### src/rtl/control_unit.sv
// Multicycle control FSM for the 16-bit CPU: fetches into an internal IR, decodes, and
// sequences ALU op, register-file, PC and memory enables one instruction at a time.
module control_unit (
    input  logic        clk,
    input  logic        rst_n,
    input  logic [15:0] mem_rdata,
    input  logic        mem_ready,
    input  logic        alu_neg,
    input  logic        alu_zero,
    output logic [3:0]  alu_op,
    output logic [11:0] inst12,
    output logic [3:0]  rf_ra,
    output logic [3:0]  rf_rb,
    output logic [3:0]  rf_wa,
    output logic        rf_we,
    output logic        wdata_sel,
    output logic        pc_we,
    output logic        addr_sel,
    output logic        mem_req,
    output logic        mem_we,
    output logic        retire,
    output logic        halted
);

    localparam logic [3:0] OpLi       = 4'd7;
    localparam logic [3:0] OpLd       = 4'd8;
    localparam logic [3:0] OpSt       = 4'd9;
    localparam logic [3:0] OpBz       = 4'd10;
    localparam logic [3:0] OpBn       = 4'd11;
    localparam logic [3:0] OpJ        = 4'd12;
    localparam logic [3:0] OpJr       = 4'd13;
    localparam logic [3:0] OpNop      = 4'd14;
    localparam logic [3:0] AluPcInc   = 4'd10;
    localparam logic [3:0] AluBrTaken = 4'd11;

    typedef enum logic [2:0] {
        StFetch,
        StDecode,
        StExec,
        StMem,
        StBranch,
        StPcinc,
        StHalt
    } state_t;

    typedef struct packed {
        logic [3:0] alu_op;
        logic       rf_we;
        logic       pc_we;
        logic       addr_sel;
        logic       mem_req;
        logic       mem_we;
        logic       retire;
        logic       halted;
    } ctrl_t;

    state_t      state_q, state_d;
    logic [15:0] ir_q, ir_d;
    ctrl_t       ctrl_q;
    logic [3:0]  opcode;
    logic        br_taken;
    logic        ld_done;

    assign opcode = ir_q[15:12];

    // Moore outputs for the state being entered; registered so reset forces them low.
    function automatic ctrl_t moore_ctrl(input state_t st, input logic [3:0] op);
        ctrl_t c;
        c = '0;
        case (st)
            StFetch: begin
                c.mem_req = 1'b1;
            end
            StExec: begin
                c.alu_op = op;
                c.rf_we  = 1'b1;
            end
            StMem: begin
                c.alu_op   = op;
                c.addr_sel = 1'b1;
                c.mem_req  = 1'b1;
                c.mem_we   = (op == OpSt);
            end
            StBranch: begin
                c.alu_op = (op >= OpJ) ? op : AluPcInc;
                c.pc_we  = 1'b1;
                c.retire = 1'b1;
            end
            StPcinc: begin
                c.alu_op = AluPcInc;
                c.pc_we  = 1'b1;
                c.retire = 1'b1;
            end
            StHalt: begin
                c.halted = 1'b1;
            end
            default: begin
                c = '0;
            end
        endcase
        return c;
    endfunction

    always_comb begin
        state_d = state_q;
        ir_d    = ir_q;
        case (state_q)
            StFetch: begin
                // The first cycle after reset has mem_req low, so no data is accepted then.
                if (ctrl_q.mem_req && mem_ready) begin
                    ir_d    = mem_rdata;
                    state_d = StDecode;
                end
            end
            StDecode: begin
                if (opcode <= OpLi) begin
                    state_d = StExec;
                end else if (opcode == OpLd || opcode == OpSt) begin
                    state_d = StMem;
                end else if (opcode <= OpJr) begin
                    state_d = StBranch;
                end else if (opcode == OpNop) begin
                    state_d = StPcinc;
                end else begin
                    state_d = StHalt;
                end
            end
            StExec: begin
                state_d = StPcinc;
            end
            StMem: begin
                if (mem_ready) begin
                    state_d = StPcinc;
                end
            end
            StBranch, StPcinc: begin
                state_d = StFetch;
            end
            StHalt: begin
                state_d = StHalt;
            end
            default: begin
                state_d = StFetch;
            end
        endcase
    end

    always_ff @(posedge clk or negedge rst_n) begin
        if (!rst_n) begin
            state_q <= StFetch;
            ir_q    <= 16'h0000;
            ctrl_q  <= '0;
        end else begin
            state_q <= state_d;
            ir_q    <= ir_d;
            ctrl_q  <= moore_ctrl(state_d, ir_d[15:12]);
        end
    end

    // Branch direction and load write-back are resolved in-cycle from the flags / ready.
    assign br_taken = (state_q == StBranch) &&
                      ((opcode == OpBz && alu_zero) || (opcode == OpBn && alu_neg));
    assign ld_done  = (state_q == StMem) && (opcode == OpLd) && mem_ready;

    assign alu_op    = br_taken ? AluBrTaken : ctrl_q.alu_op;
    assign rf_we     = ctrl_q.rf_we | ld_done;
    assign wdata_sel = ld_done;
    assign pc_we     = ctrl_q.pc_we;
    assign addr_sel  = ctrl_q.addr_sel;
    assign mem_req   = ctrl_q.mem_req;
    assign mem_we    = ctrl_q.mem_we;
    assign retire    = ctrl_q.retire;
    assign halted    = ctrl_q.halted;

    assign inst12 = ir_q[11:0];
    assign rf_wa  = ir_q[11:8];
    assign rf_ra  = ir_q[7:4];
    assign rf_rb  = ir_q[3:0];

endmodule

### config.mk
export PLATFORM = sky130hd
export DESIGN_NAME = control_unit
export DESIGN_NICKNAME = d
export VERILOG_FILES = /design/src/rtl/control_unit.sv
export SDC_FILE = /design/constraint.sdc
export NUM_CORES = 1
export LEC_CHECK = 0
export ABC_AREA = 1
export CAP_MARGIN = 10
export CORE_MARGIN = 4
export CORE_UTILIZATION = 40
export CTS_BUF_LIST = sky130_fd_sc_hd__clkbuf_8
export DETAILED_ROUTE_END_ITERATION = 16
export PLACE_DENSITY_LB_ADDON = 0.25
export SYNTH_ARGS = -nofsm -noshare
export SYNTH_HDL_FRONTEND = slang
export SYNTH_SLANG_ARGS = --single-unit
export TNS_END_PERCENT = 30
### constraint.sdc
create_clock -name clk -period 1.9 [get_ports clk]
set_input_delay 0.57 -clock clk [delete_from_list [all_inputs] [get_ports clk]]
set_output_delay 0.57 -clock clk [all_outputs]
set_load 0.005 [all_outputs]
# Yosys cells after proc, flatten, opt, wreduce, memory -nomap -nowiden
# Cells that the tools add are included.
# word_totals
output_inout_bits	36
elab_cells	62
in_bits	21
ff_bits	29
# classes
muxes	18
order_cmp	3
bitwise	1
n_reduce_logical	14
eq_ne	16
# op_table
operator	count
2-to-1 mux 16 bit	2
== test 4 bit, second input constant	6
== test 3 bit, second input constant	5
case mux 3 bit (5 select lines)	1
== test 3 x 2 -> 1 bit, second input constant	4
2-to-1 mux 3 bit	4
case mux 4 bit (3 select lines)	1
2-to-1 mux 4 bit	2
logical AND 1 bit	6
zero test 3 bit	2
2-to-1 mux 1 bit	6
OR reduction 2 bit	3
>= comparator 4 bit, second input constant	1
<= comparator 4 x 3 -> 1 bit, second input constant	1
<= comparator 4 bit, second input constant	1
2-to-1 mux 2 bit	2
== test 3 x 1 -> 1 bit, second input constant	1
logical OR 1 bit	2
AND reduction 2 bit	1
bitwise OR 1 bit	1

# Depth between registers and ports, before layout
# depth
ltp_word	9
ltp_mapped	9
ltp_nobuf	9

# Least setup slack after synthesis
# No wires, ideal clock.
# synth_path
path_kind	register to output
from	reg state_q[1]
to	out rf_we
path_buffers	0
path_slack_ps	264
stages_incl_launch_ff	6
arrival_time_ps	1066
cell_sequence	dfrtp_1 > inv_2 > nor2_1 > nand3_1 > nor3_1 > or2_2
# synth_between
elab_chain_len	4
# synth_lines
element	line_no	rtl
start, declared	57	state_t state_q, state_d;
start signal, assigned	150	state_q <= StFetch;
start signal, assigned	154	state_q <= state_d;
== test 3 x 2 -> 1 bit	163	assign ld_done = (state_q == StMem) && (opcode == OpLd) && mem_ready;
logical AND 1 bit (2 in series)	163	
named net wdata_sel	16	output logic wdata_sel,
bitwise OR 1 bit	166	assign rf_we = ctrl_q.rf_we | ld_done;
end, declared	15	output logic rf_we,
# The timed path passes the listed nets, and every way through them passes these cells.

# Worst setup path in the final report
# layout_path
from	reg ir_q[12]
to	out alu_op[2]
# layout_between
elab_chain_len	5
# layout_lines
element	line_no	rtl
start, declared	58	logic [15:0] ir_q, ir_d;
start signal, assigned	155	ir_q <= ir_d;
== test 4 bit	162	((opcode == OpBz && alu_zero) || (opcode == OpBn && alu_neg));
logical AND 1 bit	162	
logical OR 1 bit (*)	162	
logical AND 1 bit (*)	161	assign br_taken = (state_q == StBranch) &&
2-to-1 mux 4 bit (*)	165	assign alu_op = br_taken ? AluBrTaken : ctrl_q.alu_op;
end, declared	10	output logic [3:0] alu_op,
# Mark *: on every way between the ends. The rest lies on a longest branch, timed or not.

==> summary by stage <==
Logic synthesis
By count the netlist is led by 74 x sky130_fd_sc_hd__nand2_1, 29 x sky130_fd_sc_hd__dfrtp_1, 25 x sky130_fd_sc_hd__buf_4. Among all flip-flop cells after synthesis, the most frequent one is sky130_fd_sc_hd__dfrtp_1. The cell taking the most area after synthesis is sky130_fd_sc_hd__dfrtp_1. In this run, distinct cell masters in the synthesized netlist total 22. The Yosys step of the flow raised 0 warnings. Sorting the synthesized cells by area gives the leading types as sky130_fd_sc_hd__dfrtp_1 47%, sky130_fd_sc_hd__nand2_1 18%, sky130_fd_sc_hd__buf_4 12%.

Counting every net in the synthesized netlist gives 221. In the synthesized netlist, the number of instances is 200. The cell area that synthesis handed to floorplanning was 0.00155 mm².

The most numerous cell in the Yosys netlist is sky130_fd_sc_hd__nand2_1. The async set-or-reset flop fraction in the synthesized netlist is 100%. The count of state elements after synthesis is 29. The sequential area share after synthesis is 46.9%. Yosys mapped a number of flops with a built-in enable equal to 0. The share of synthesized area in the top cell type comes to 46.9%.

After synthesis, the mean cell area works out to around 7.7 µm².

Drt
The sum of routed wire length over all layers is 3.53 mm. The iteration-0 DRC count of the detailed router is between 40 and 50. The via count is 1374. After detailed routing, the average wire length per cell comes to 11.5 µm. The count of nets left with antenna violations once routing finished came out at 0. Using the TritonRoute via totals, the vias-per-cell ratio works out to 4.46.

The DRC violation count after routing is 0. The iteration count of the initial detailed-routing pass is 4.

Power and ir drop
Across the VDD grid, the largest voltage drop is 0.780 mV. The static leakage is 0.00121 µW. The design draws between 3000 and 4000 µW. The power density over the cells is ~1600 mW/mm².

Setup path
The worst register-to-register path ends at ctrl_q[8]. The startpoint identified for the worst register-to-register timing path is ir_q[13]. The setup slack of the worst register-to-register path is 370 ps. The peak per-stage delay on the critical path is 430 ps. The sort of element at the start of the critical path is a flip-flop.

STA puts the critical path data required time at about 1300 ps. The signal on the critical path passes through nor2_4 -> nand2_1 -> nand2_1 -> nand4_1 -> and2_1 -> buf_2. For the worst flop-to-flop path, the logic depth is 7. The biggest fanout along the worst timing path is 4.

At the worst endpoint, the arrival time is 1490 ps. The critical path capture point type is a primary output. The first element of the critical path is ir_q[12]. The total buffers and inverters traversed by the critical path is 1. The cell with the largest stage delay on the worst path is sky130_fd_sc_hd__dfrtp_2. The worst setup path is of the reg -> out kind. Counting stages on the worst path, the most repeated cell is sky130_fd_sc_hd__nand2_1.

The critical path ends at alu_op[2]. The family with the most delay on the worst path is simple AND/OR/NAND/NOR gates. The number of stages on the worst setup path is 6.

Outcome
The checks that failed: setup timing. The run finished, with violations left.

Floorplan
In this run the core area contains 22 standard-cell rows. The area of the die is 0.00493 mm². The overall die width is roughly 70 µm.

During I/O placement, the number of pins put on the boundary was 57. Once the floorplan was initialized, standard cells occupied about two fifths of the core. The floorplan step defined a core boundary enclosing roughly 0.0037 mm². The vertical die dimension is 70.2 µm.

STA
Setup repair after global routing could not meet its margin everywhere. At the pin with the least slew margin, the transition time is 370 ps. The highest achievable clock rate is about 0.5 GHz. Setup violations remaining at the end of the flow were counted as 5.

The hold violation count in the final report is 0. The worst pin sits at a relative slew slack of approximately 75%. The total count of max-transition violations in the final report came to 0. Subtracting the final worst setup slack from the clock period gives between 2000 and 2500 ps. In the finished design, the share of the clock period the worst path needs comes to 108%. Once routing completed, OpenROAD measured the worst setup slack at -155 ps. The clock arrives with between 9 and 10 ps of skew.

Clocking
The maximum number of buffers from clock root to sink is 2. The clock-pin slew of the registers on the worst-case setup and hold paths is 70 ps. The H-tree was split into 2 levels.

The total of hold buffers inserted after clock tree synthesis is 0. For the worst-skew pair, the clock arrives at the later sink with an insertion delay of ~280 ps. The number of buffers created by CTS is 5.

The CTS tree is built. The clock root buffer is sky130_fd_sc_hd__clkbuf_8. The clock net sink count is 29.

Place
The placed instances occupy a cell area of about 0.0021 mm². The number of I/O port buffers is 56. The HPWL reported at the end of detailed placement is 2.66 mm.

The congestion estimate from routability-driven global placement came to 0.870.

Layout
The net count of the finished layout is 280. The final core utilization is 61.8%. The number of antenna diodes in the final layout is 0.

The final design area excluding fillers is 0.00228 mm². The proportion of layout cells with a drive suffix above 1 is 23.5%. The post-synthesis to final-layout area growth is 47.4%.

Global routing
Global routing consumed, over all layers together, about 15% of the routing resources. For this run the aggregate overflow at the end of global routing stands at 0. The number of global-route vias before repair is 1369. The initial antenna violation count was 0. The wire length of the first global-routing pass is 6.07 mm.

The maximum number of pins on one net before global-route repair is 30.

Min path
The path class of the tightest hold or removal check is reg -> reg.

Run
The number of max-cap violations is 0.
==> worst min path at each step <==
stage / from / end / slack, ps / cells past startpoint
global placement: ir_q[0] / ir_q[0] / 480 / 2
finish: ir_q[5] / ir_q[5] / 500 / 2
detailed placement: ir_q[5] / ir_q[5] / 490 / 2
CTS: ir_q[5] / ir_q[5] / 510 / 2
global route: ir_q[8] / ir_q[8] / 550 / 2
floorplan: rst_n / addr_sel / 270 / 0
==> power by group <==
group / internal (µW) / total, µW / switching, µW / leakage [µW]
sequential: 873 / 1050 / 174 / 0.000369
combinational: 1010 / 1920 / 915 / 0.000775
clock: 421 / 647 / 225 / 0.0000626
total: 2300 / 3620 / 1310 / 0.00121
==> metrics by stage <==
| stage | std cells | setup TNS [ps] | setup WS (ps) | hold slack [ps] |
|---|---|---|---|---|
| finish | 308 | -475 | -155 | 501 |
| global route | 308 | -1130 | -262 | 553 |
| CTS | 307 | -651 | -179 | 506 |
| detailed placement | 295 | -4590 | -763 | 489 |
| global placement | 295 | -4470 | -756 | 484 |
| floorplan | 200 | 0 | 264 | 274 |
==> cells in the final DEF, fill, tap and decap left out, types with 2 or more instances in the layout <==
| cell type | synthesis | layout |
|---|---|---|
| sky130_fd_sc_hd__inv_1 | 18 | 17 |
| sky130_fd_sc_hd__dfrtp_1 | 29 | 28 |
| sky130_fd_sc_hd__nor2_2 | 3 | 3 |
| sky130_fd_sc_hd__clkdlybuf4s50_1 | 0 | 47 |
| sky130_fd_sc_hd__nand2_1 | 74 | 74 |
| sky130_fd_sc_hd__nor2_1 | 11 | 9 |
| sky130_fd_sc_hd__buf_2 | 1 | 4 |
| sky130_fd_sc_hd__inv_2 | 4 | 6 |
| sky130_fd_sc_hd__nor2_4 | 2 | 4 |
| sky130_fd_sc_hd__buf_4 | 25 | 23 |
| sky130_fd_sc_hd__nand3_1 | 14 | 12 |
| sky130_fd_sc_hd__dlygate4sd2_1 | 0 | 2 |
| sky130_fd_sc_hd__clkbuf_8 | 0 | 6 |
| sky130_fd_sc_hd__nand2_2 | 5 | 5 |
| sky130_fd_sc_hd__buf_6 | 0 | 2 |
| sky130_fd_sc_hd__nand4_1 | 2 | 2 |
| sky130_fd_sc_hd__nand3_2 | 1 | 3 |
| sky130_fd_sc_hd__o21ai_0 | 2 | 2 |
==> registers in the layout, indices dropped and copies added, names as in the netlist <==
name	flops
addr_sel	1
ctrl_q	5
halted	1
ir_q	16
mem_req	1
mem_we	1
retire	1
state_q	3
==> layer usage <==
| layer | GRT usage [%] | up-vias | share of wire [%] |
|---|---|---|---|
| met5 | 0 | - | 0 |
| met4 | 5.74 | 0 | 2.0 |
| met3 | 5.61 | 8 | 7.3 |
| met2 | 26.7 | 52 | 49 |
| met1 | 17.4 | 614 | 42 |
| li1 | - | 700 | - |
==> kinds of logic after synthesis <==
| logic type | count (synthesis) | synth area share (%) |
|---|---|---|
| simple gates | 117 | 33.3 |
| buf+inv | 50 | 18.3 |
| flops | 29 | 46.9 |
| compound gates | 4 | 1.54 |
==> area by class of cell <==
class                      instances  area, µm²
fill                             360       1410
sequential                        29        727
timing repair buffer              79        713
multi-input combinational        121        577
inverter                          23       86.3
clock buffer                       6       82.6
tap                               48       60.1
clock inverter                     2       33.8
==> worst register-to-register path: stages (launching register included) <==
cell	delay (ps)
sky130_fd_sc_hd__dfrtp_1	390
sky130_fd_sc_hd__buf_4	150
sky130_fd_sc_hd__o21ai_0	290
sky130_fd_sc_hd__nor2_1	90
sky130_fd_sc_hd__nor2_2	220
sky130_fd_sc_hd__inv_2	100
sky130_fd_sc_hd__nand3_1	90
sky130_fd_sc_hd__nand3_1	80
==> what timing repair did <==
item | 4_1_cts | 5_1_grt
resized for setup | 36 | 4
setup buffers | 5 | 1
endpoints found under the setup margin | 6 | 6
pin swaps | 13 | 7
Power figures use the tool's default switching activity.
